--- src/rtl/pt2272_decoder.sv ---
// PT2272-style receive decoder: measures pulse widths on the synchronized
// serial line, rebuilds tri-state code words, checks them against the
// configured address and asserts vt after two identical valid words.
module pt2272_decoder #(
  parameter int ALPHA     = 4,
  parameter int ADDR_BITS = 8,
  parameter int DATA_BITS = 4
) (
  input  logic                   clk,
  input  logic                   rst,
  input  logic                   din,
  input  logic [2*ADDR_BITS-1:0] addr_cfg,
  output logic [DATA_BITS-1:0]   data_out,
  output logic                   vt,
  output logic                   word_err
);

  localparam int NBITS   = ADDR_BITS + DATA_BITS;
  localparam int NPAIRS  = 2 * NBITS;
  localparam int CNT_MAX = 64 * ALPHA;
  localparam int CNT_W   = $clog2(CNT_MAX + 1);
  localparam int PAIR_W  = $clog2(NPAIRS + 1);
  localparam int TMO     = 1024 * ALPHA;
  localparam int TMR_W   = $clog2(TMO);

  typedef enum logic [2:0] {WAIT_SYNC, ARMED, HIGH, LOW, CHECK} state_t;
  typedef enum logic [1:0] {CLS_S, CLS_L, CLS_ERR} cls_t;

  // Width classes shared by high and low pulses; SYNC is detected separately.
  function automatic cls_t classify(input logic [CNT_W-1:0] w);
    if (w >= CNT_W'(2 * ALPHA) && w < CNT_W'(6 * ALPHA))
      return CLS_S;
    else if (w >= CNT_W'(8 * ALPHA) && w < CNT_W'(16 * ALPHA))
      return CLS_L;
    else
      return CLS_ERR;
  endfunction

  logic               din_p0, din_p1, din_p2;
  logic [CNT_W-1:0]   cnt;
  state_t             state;
  logic [PAIR_W-1:0]  pair_cnt;
  cls_t               hi_cls;
  logic               first_pair;
  logic [2*NBITS-1:0] word;
  logic [2*NBITS-1:0] prev_word;
  logic               rep_flag;
  logic [TMR_W-1:0]   tmr;

  logic               rise, fall, low_sync;
  cls_t               cls_now;
  logic               pair_ok, pair_l, trit_ok;
  logic [1:0]         trit;
  logic               addr_ok, data_ok;
  logic [DATA_BITS-1:0] data_bits;

  // Two-flop synchronizer plus one delay stage for edge detection.
  always_ff @(posedge clk) begin
    if (rst) begin
      din_p0 <= 1'b0;
      din_p1 <= 1'b0;
      din_p2 <= 1'b0;
    end else begin
      din_p0 <= din;
      din_p1 <= din_p0;
      din_p2 <= din_p1;
    end
  end

  assign rise     = din_p1 & ~din_p2;
  assign fall     = ~din_p1 & din_p2;
  assign low_sync = ~din_p1 & ~din_p2 & (cnt == CNT_W'(CNT_MAX));

  // Level-width counter: restarts on every edge, saturates at the sync length.
  always_ff @(posedge clk) begin
    if (rst)
      cnt <= '0;
    else if (rise || fall)
      cnt <= CNT_W'(1);
    else if (cnt != CNT_W'(CNT_MAX))
      cnt <= cnt + CNT_W'(1);
  end

  // Pair and trit decode from the stored high class and the low just ended.
  always_comb begin
    cls_now = classify(cnt);
    pair_ok = (hi_cls == CLS_S && cls_now == CLS_L) ||
              (hi_cls == CLS_L && cls_now == CLS_S);
    pair_l  = (hi_cls == CLS_L);
    trit_ok = !(first_pair && !pair_l);
    trit    = {~first_pair & pair_l, first_pair & pair_l};
  end

  // Word check: address trits must match exactly, data trits must not be F.
  always_comb begin
    addr_ok   = 1'b1;
    data_ok   = 1'b1;
    data_bits = '0;
    for (int i = 0; i < ADDR_BITS; i++)
      if (addr_cfg[2*i +: 2] == 2'b11 || word[2*i +: 2] != addr_cfg[2*i +: 2])
        addr_ok = 1'b0;
    for (int i = 0; i < DATA_BITS; i++) begin
      if (word[2*(ADDR_BITS+i)+1])
        data_ok = 1'b0;
      data_bits[i] = word[2*(ADDR_BITS+i)];
    end
  end

  // Frame FSM with repeat detection, vt timeout and registered outputs.
  always_ff @(posedge clk) begin
    if (rst) begin
      state      <= WAIT_SYNC;
      pair_cnt   <= '0;
      hi_cls     <= CLS_S;
      first_pair <= 1'b0;
      rep_flag   <= 1'b0;
      tmr        <= '0;
      data_out   <= '0;
      vt         <= 1'b0;
      word_err   <= 1'b0;
    end else begin
      word_err <= 1'b0;
      // The repeat branch in CHECK is written later so it overrides expiry.
      if (vt) begin
        if (tmr == TMR_W'(TMO - 1))
          vt <= 1'b0;
        else
          tmr <= tmr + TMR_W'(1);
      end
      case (state)
        WAIT_SYNC: begin
          if (low_sync)
            state <= ARMED;
        end
        ARMED: begin
          if (rise) begin
            pair_cnt <= '0;
            state    <= HIGH;
          end
        end
        HIGH: begin
          if (fall) begin
            hi_cls <= cls_now;
            if (cls_now == CLS_ERR ||
                (pair_cnt == PAIR_W'(NPAIRS) && cls_now != CLS_S)) begin
              word_err <= 1'b1;
              rep_flag <= 1'b0;
              state    <= WAIT_SYNC;
            end else begin
              state <= LOW;
            end
          end
        end
        LOW: begin
          if (low_sync) begin
            if (pair_cnt == PAIR_W'(NPAIRS)) begin
              state <= CHECK;
            end else begin
              word_err <= 1'b1;
              rep_flag <= 1'b0;
              state    <= ARMED;
            end
          end else if (rise) begin
            if (pair_cnt == PAIR_W'(NPAIRS) || !pair_ok ||
                (pair_cnt[0] && !trit_ok)) begin
              word_err <= 1'b1;
              rep_flag <= 1'b0;
              state    <= WAIT_SYNC;
            end else begin
              if (!pair_cnt[0])
                first_pair <= pair_l;
              else
                word <= {trit, word[2*NBITS-1:2]};
              pair_cnt <= pair_cnt + PAIR_W'(1);
              state    <= HIGH;
            end
          end
        end
        CHECK: begin
          state <= ARMED;
          if (addr_ok && data_ok) begin
            if (rep_flag && word == prev_word) begin
              data_out <= data_bits;
              vt       <= 1'b1;
              tmr      <= '0;
            end else begin
              prev_word <= word;
              rep_flag  <= 1'b1;
            end
          end else begin
            vt       <= 1'b0;
            rep_flag <= 1'b0;
            word_err <= 1'b1;
          end
        end
        default: state <= WAIT_SYNC;
      endcase
    end
  end

endmodule

--- config.mk ---
export PLATFORM = sky130hd
export DESIGN_NAME = pt2272_decoder
export DESIGN_NICKNAME = d
export VERILOG_FILES = /design/src/rtl/pt2272_decoder.sv
export SDC_FILE = /design/constraint.sdc
export NUM_CORES = 1
export LEC_CHECK = 0
export BUFFER_PORTS_ARGS = -buffer_cell sky130_fd_sc_hd__buf_2
export CORE_MARGIN = 10
export CORE_UTILIZATION = 30
export CTS_BUF_LIST = sky130_fd_sc_hd__clkbuf_4 sky130_fd_sc_hd__clkbuf_8
export CTS_CLUSTER_DIAMETER = 40
export CTS_CLUSTER_SIZE = 28
export DETAILED_ROUTE_END_ITERATION = 16
export GPL_ROUTABILITY_DRIVEN = 0
export SYNTH_ARGS = -nofsm -noshare
export SYNTH_HDL_FRONTEND = slang
export SYNTH_SLANG_ARGS = --single-unit
--- constraint.sdc ---
create_clock -name clk -period 4.7 [get_ports clk]
set_clock_uncertainty 0.1 [all_clocks]
set_input_delay 0 -clock clk [delete_from_list [all_inputs] [get_ports clk]]
set_output_delay 0 -clock clk [all_outputs]
set_load 0.02 [all_outputs]
-- Word-level counts from Yosys, hierarchy flattened
Index checks and enable logic that the tools add are counted.
- bits in registers: 90
- latch bits: 0
- bits in writable memories: 0
- memory bits (read-only): 0
- input bits: 19
- output and inout port bits: 6
- logic and storage cells: 173
- memories: 0
- add/subtract/negate cells: 3
- multiply operators: 0
- div/mod/pow operators: 0
- magnitude comparators: 4
- equality and inequality tests: 39
- shift operators: 0
- mux-type cells: 57
- bitwise logic cells: 14
- reduce and logical (&&, ||, !) cells: 40
- operators with widths (kind ; number):
    12-bit two-way mux ; 5
    1-bit two-way mux ; 34
    24-bit == test ; 1
    5-bit two-way mux ; 4
    2-bit == test, second input constant ; 9
    3-bit two-way mux ; 6
    2-bit != test ; 8
    3-bit one-hot mux with 5 select lines ; 1
    2-bit != test, second input constant ; 7
    1-bit logical OR ; 13
    12-bit by 1-bit adder with 12-bit output, second input constant ; 1
    12-bit == test, second input constant ; 1
    3-bit != test, second input constant ; 4
    5-bit one-hot mux with 2 select lines ; 1
    5-bit AND reduction ; 2
    9-bit by 1-bit adder with 9-bit output, second input constant ; 1
    9-bit == test, second input constant ; 1
    9-bit by 4-bit >= comparator with 1-bit output, second input constant ; 1
    9-bit by 6-bit >= comparator with 1-bit output, second input constant ; 1
    1-bit logical AND ; 9
    9-bit by 5-bit < comparator with 1-bit output, second input constant ; 1
    9-bit by 7-bit < comparator with 1-bit output, second input constant ; 1
    9-bit != test, second input constant ; 1
    2-bit two-way mux ; 4
    20 further kinds ; 40

-- Depth between registers and ports, before layout
- word-level depth: 14
- mapped depth: 8
- gate-level depth less buffers: 8

-- Worst setup path before layout
Ideal clock, no wire load.
- kind: register to register
- start point: register pair_cnt[0]
- end point: register word[0] (enable)
- library setup time: 0.466 ns
- arrival time: 3.596 ns
- data required time: 4.134 ns
- slack: 0.538 ns
- cell stages (with the launch flop): 7
- buffers on the path: 0
- period minus slack after synthesis: 4.162 ns
- path through: dfxtp_1 -> inv_1 -> ha_1 -> nand4b_1 -> nand4_1 -> and2_1 -> nor4_1
- cells in the longest elaborated chain, start to end: 5
- elaborated cells on any way between the ends: 6
- classes of those cells: eq/ne: 1; bitwise: 1; reduce/logical: 4
- ends and longest elaborated chain (element ; line ; text):
    start: declaration ; 42 ; logic [PAIR_W-1:0] pair_cnt;
    start signal: assignment ; 174 ; pair_cnt <= pair_cnt + PAIR_W'(1);
    5-bit == test ; 164 ; if (pair_cnt == PAIR_W'(NPAIRS) || !pair_ok ||
    1-bit logical OR (2 in series) ; 164 ;
    1-bit NOT (no line) ; n/a ;
    6-bit AND reduction (no line) (*) ; n/a ;
    end signal: assignment ; 173 ; word <= {trit, word[2*NBITS-1:2]};
    end: declaration ; 45 ; logic [2*NBITS-1:0] word;
Every way passes the cells marked *; elsewhere a longest branch is shown, timed or not.
A chain may end at the register's enable or synchronous reset.

-- Worst setup path in the final report
- start point: register word[17]
- end point: register prev_word[23] (enable)
- cells in the longest elaborated chain, start to end: 6
- elaborated cells on any way between the ends: 9
- classes of those cells: eq/ne: 1; mux: 4; bitwise: 1; reduce/logical: 3
- ends and longest elaborated chain (element ; line ; text):
    1-bit two-way mux (4 in series) ; 103 ; if (word[2*(ADDR_BITS+i)+1])
    1-bit logical AND ; 181 ; if (addr_ok && data_ok) begin
    4-bit AND reduction (no line) (*) ; n/a ;
    end signal: assignment ; 187 ; prev_word <= word;
    end: declaration ; 46 ; logic [2*NBITS-1:0] prev_word;
Marked as above.

==> impl_results.md <==
- Status: finished, final reports clean
- Largest net degree at the start of global routing: 25
- Post-synth top area share: 35.2%
- Cell accounting for the most synthesized area: edfxtp_1
- P per Cell Area: 305 mW/mm2
- Yosys warns: 0
- Main area contributors after synthesis: edfxtp_1 (35%), dfxtp_1 (21%), xor2_1 (6.0%), xnor2_1 (4.5%), nor2_1 (4.2%)
- Placed Instances: 565
- Fraction of final layout cells sized beyond drive strength 1: 11.8%
- Hold Crit Endpoint: vt
- Initial DRT Pass Iterations: 4
- Die height: 137 um
- Clock tree buffer depth: 2
- Syn_area_per_cell: 11.0 um2
- CP Launch Type: flip-flop
- Post-synth cell types: 52
- Setup repair bufs after CTS: 0
- Area Growth Syn to Fin: 13.2%
- TritonCTS buffer count: 9
- Crit end category: flip-flop
- Crit path time final: 2.82 ns
- Fill cell total of the finished layout: 1333
- Routed Antenna Nets: 0
- Leakage dissipation: 1.56 nW
- Antenna violations before repair: 0
- Combinational fraction of design power: 4.2%
- CTS root buffer: clkbuf_8
- FF-to-FF End: prev_word[23]
- DR vias/cell: 4.77
- Area of the core: 0.0133 mm2
- GRT busiest layer: met2
- Tcrit/Tclk final: 60.0%
- Reg2Reg Setup Slack: 1.88 ns
- Final nets: 430
- Reg2reg path depth: 6
- Crit path buf inv count: 1
- Hold_sp: addr_cfg[2]
- Met2 usage: 14.4%
- Peak supply drop: 0.185 mV
- FP Rows: 42
- Hold Violations, Final: 0
- HP Class: in -> reg
- Synthesized flop and latch total: 90
- Hold path cells: 6
- Reg area: 0.00228 mm2
- PortBufs: 24
- Antenna Cells: 0
- Cts hold-fix bufs: 3
- Clk sinks: 90
- Clk slew on worst S/H paths: 0.09 ns
- Number of max-cap violations: 0
- Setup CP Type: reg -> reg
- Hold_ws: 0.0942 ns
- Area occupied by multi-input gates: 0.00172 mm2
- Die area: 0.0187 mm2
- Req. time, crit path: 4.62 ns
- Internal power: 0.00110 W
- Post-Route WL: 8.06 mm
- Sequential power share: 58.8%
- Clock Latency Late Sink: 0.36 ns
- Routed len/inst: 13.8 um
- Final Max Slew Viols: 0
- GRT met1 Usage: 11.5%
- Met3 Use GR: 2.75%
- Final Non-Filler Cells: 584
- Dpl hpwl: 5.96 mm
- CTS tree: built
- Largest delay share family, worst path: simple AND/OR/NAND/NOR gates
- Initial Util: 30.8%
- Synthesized area: 0.00410 mm2
- Seq/Total Area, Yosys: 55.7%
- Post-CTS resize count: 0
- Drt initial violations: 124
- Post-route DRC: 0
- CP Cell Sequence: or4_1 -> a221oi_2 -> nand4_1 -> or4_4 -> nor3_2 -> buf_4
- Syn Nets: 399
- Peak Freq: 355 MHz
- Die Span X: 137 um
- Vias in the first global route: 2803
- Slew headroom: 52.6%
- First-pass GRT wire length: 13.6 mm
- Crit path largest cell delay: 0.58 ns
- Final setup fails: 0
- Routed via count: 2785
- Count leader, synth: edfxtp_1
- Worst EP arrival: 2.75 ns
- Switching Share: 22.0%
- Congestion Overflow GR: 0
- All-Layer GR Usage: 9.10%
- Top Ports: 25
- Most common flop cell mapped by yosys: edfxtp_1
- Clk pwr share: 37.0%
- Reg2reg start: word[17]
- Setup repair after global routing missed its margin: no
- Most frequent cells after synthesis: edfxtp_1 (48), nor2_1 (46), dfxtp_1 (42)
- Total negative slack: 0 ns
- Crit path max fanout: 24
- Switching power: 0.000312 W
- Worst-margin pin slew: 0.705 ns
- Number of synthesized flops with an enable pin: 48
- Post-Syn Instances: 372
- # H-tree levels: 3
- Async set-reset flop share out of synthesis: 0%
- Critical path's slowest cell: or4_1
[worst min-delay path, delay by kind of cell]
| family | cells | cell delay, ns |
|---|---|---|
| and+or+nand+nor | 3 | 0.25 |
| AOI/OAI and AO/OA | 2 | 0.18 |
| buffers and inverters | 1 | 0.08 |
[routing by layer]
metal,wire [um],part of all wire [%]
met5,0,0
met3,288,3.6
met1,3910,49
met2,3750,47
met4,112,1.4
[flip-flops by register name (all words and copies together) (netlist names)]
register	cells
first_pair	1
din_p1	1
cnt	9
din_p2	1
prev_word	24
din_p0	1
rep_flag	1
state	3
pair_cnt	5
hi_cls	2
data_out	4
tmr	12
word_err	1
vt	1
word	24
[worst max-delay path by stage]
stage                     cells after the start        start       endpoint
after global routing                          6     word[17]  prev_word[23]
after CTS                                     6     word[17]  prev_word[19]
after global placement                        6     word[17]  prev_word[12]
after detailed placement                      6     word[17]  prev_word[16]
after floorplan                               6  pair_cnt[0]        word[0]
final                                         6     word[17]  prev_word[23]
[logic make-up (layout without fill, tap and decap cells)]
| kind of cell | count (synthesis) | count (layout) | share of synthesized area, % |
|---|---|---|---|
| and+or+nand+nor | 146 | 146 | 18.6 |
| buffers and inverters | 22 | 58 | 2.44 |
| DFF | 90 | 90 | 55.7 |
| xor gates and xnor gates | 49 | 49 | 10.5 |
| muxes | 6 | 6 | 1.47 |
| adders and majority gates | 8 | 8 | 2.44 |
| AOI/OAI and AO/OA | 51 | 51 | 8.86 |
[stage by stage]
stage	utilization, %	power (W)	instance area [um2]	setup WS, ns
final	34.9	0.00142	4640	1.88
after global routing	34.9	0.00148	4640	1.77
after CTS	34.9	0.00143	4640	1.87
after detailed placement	33.2	0.000908	4410	1.89
after global placement	33.2	0.000907	4410	1.96
after floorplan	-	0.000890	4100	0.538
[layout by cell type, fill, tap and decap left out, drive strengths merged, types with 2 or more instances in the layout]
cell and instances:
dfxtp 42, or4 2, a21oi 16, clkinv 2, nand4b 2, edfxtp 48
xnor2 21, or3 2, nand2b 12, nand3b 2, xor2 28, nor3 6
mux2i 6, nand4 16, o21ai 9, ha 8, and2 3, nor4 8
dlygate4sd3 3, nor2 46, clkbuf 10, and4 2, nor2b 6, nand3 15
o2111a 3, buf 26, a211oi 2, or2b 2, o2bb2ai 2, a221oi 3
inv 15, o22ai 3, nand2 18
[power by group through the flow]
stage | logic [W] | registers [W] | clock network (W)
final | 0.0000591 | 0.000833 | 0.000525
after global routing | 0.0000666 | 0.000834 | 0.000580
after CTS | 0.0000595 | 0.000833 | 0.000542
after detailed placement | 0.0000575 | 0.000851 | 0
after global placement | 0.0000559 | 0.000851 | 0
after floorplan | 0.0000458 | 0.000845 | 0
[area by class of cell]
type,count,area share [%]
clock inverter,6,1.40
clock buffer,10,2.83
tap,176,4.75
inverter,13,1.05
sequential,90,49.2
multi-input combinational,260,37.2
timing repair buffer,29,3.56
Note: power is estimated with default switching activity, not from simulation.
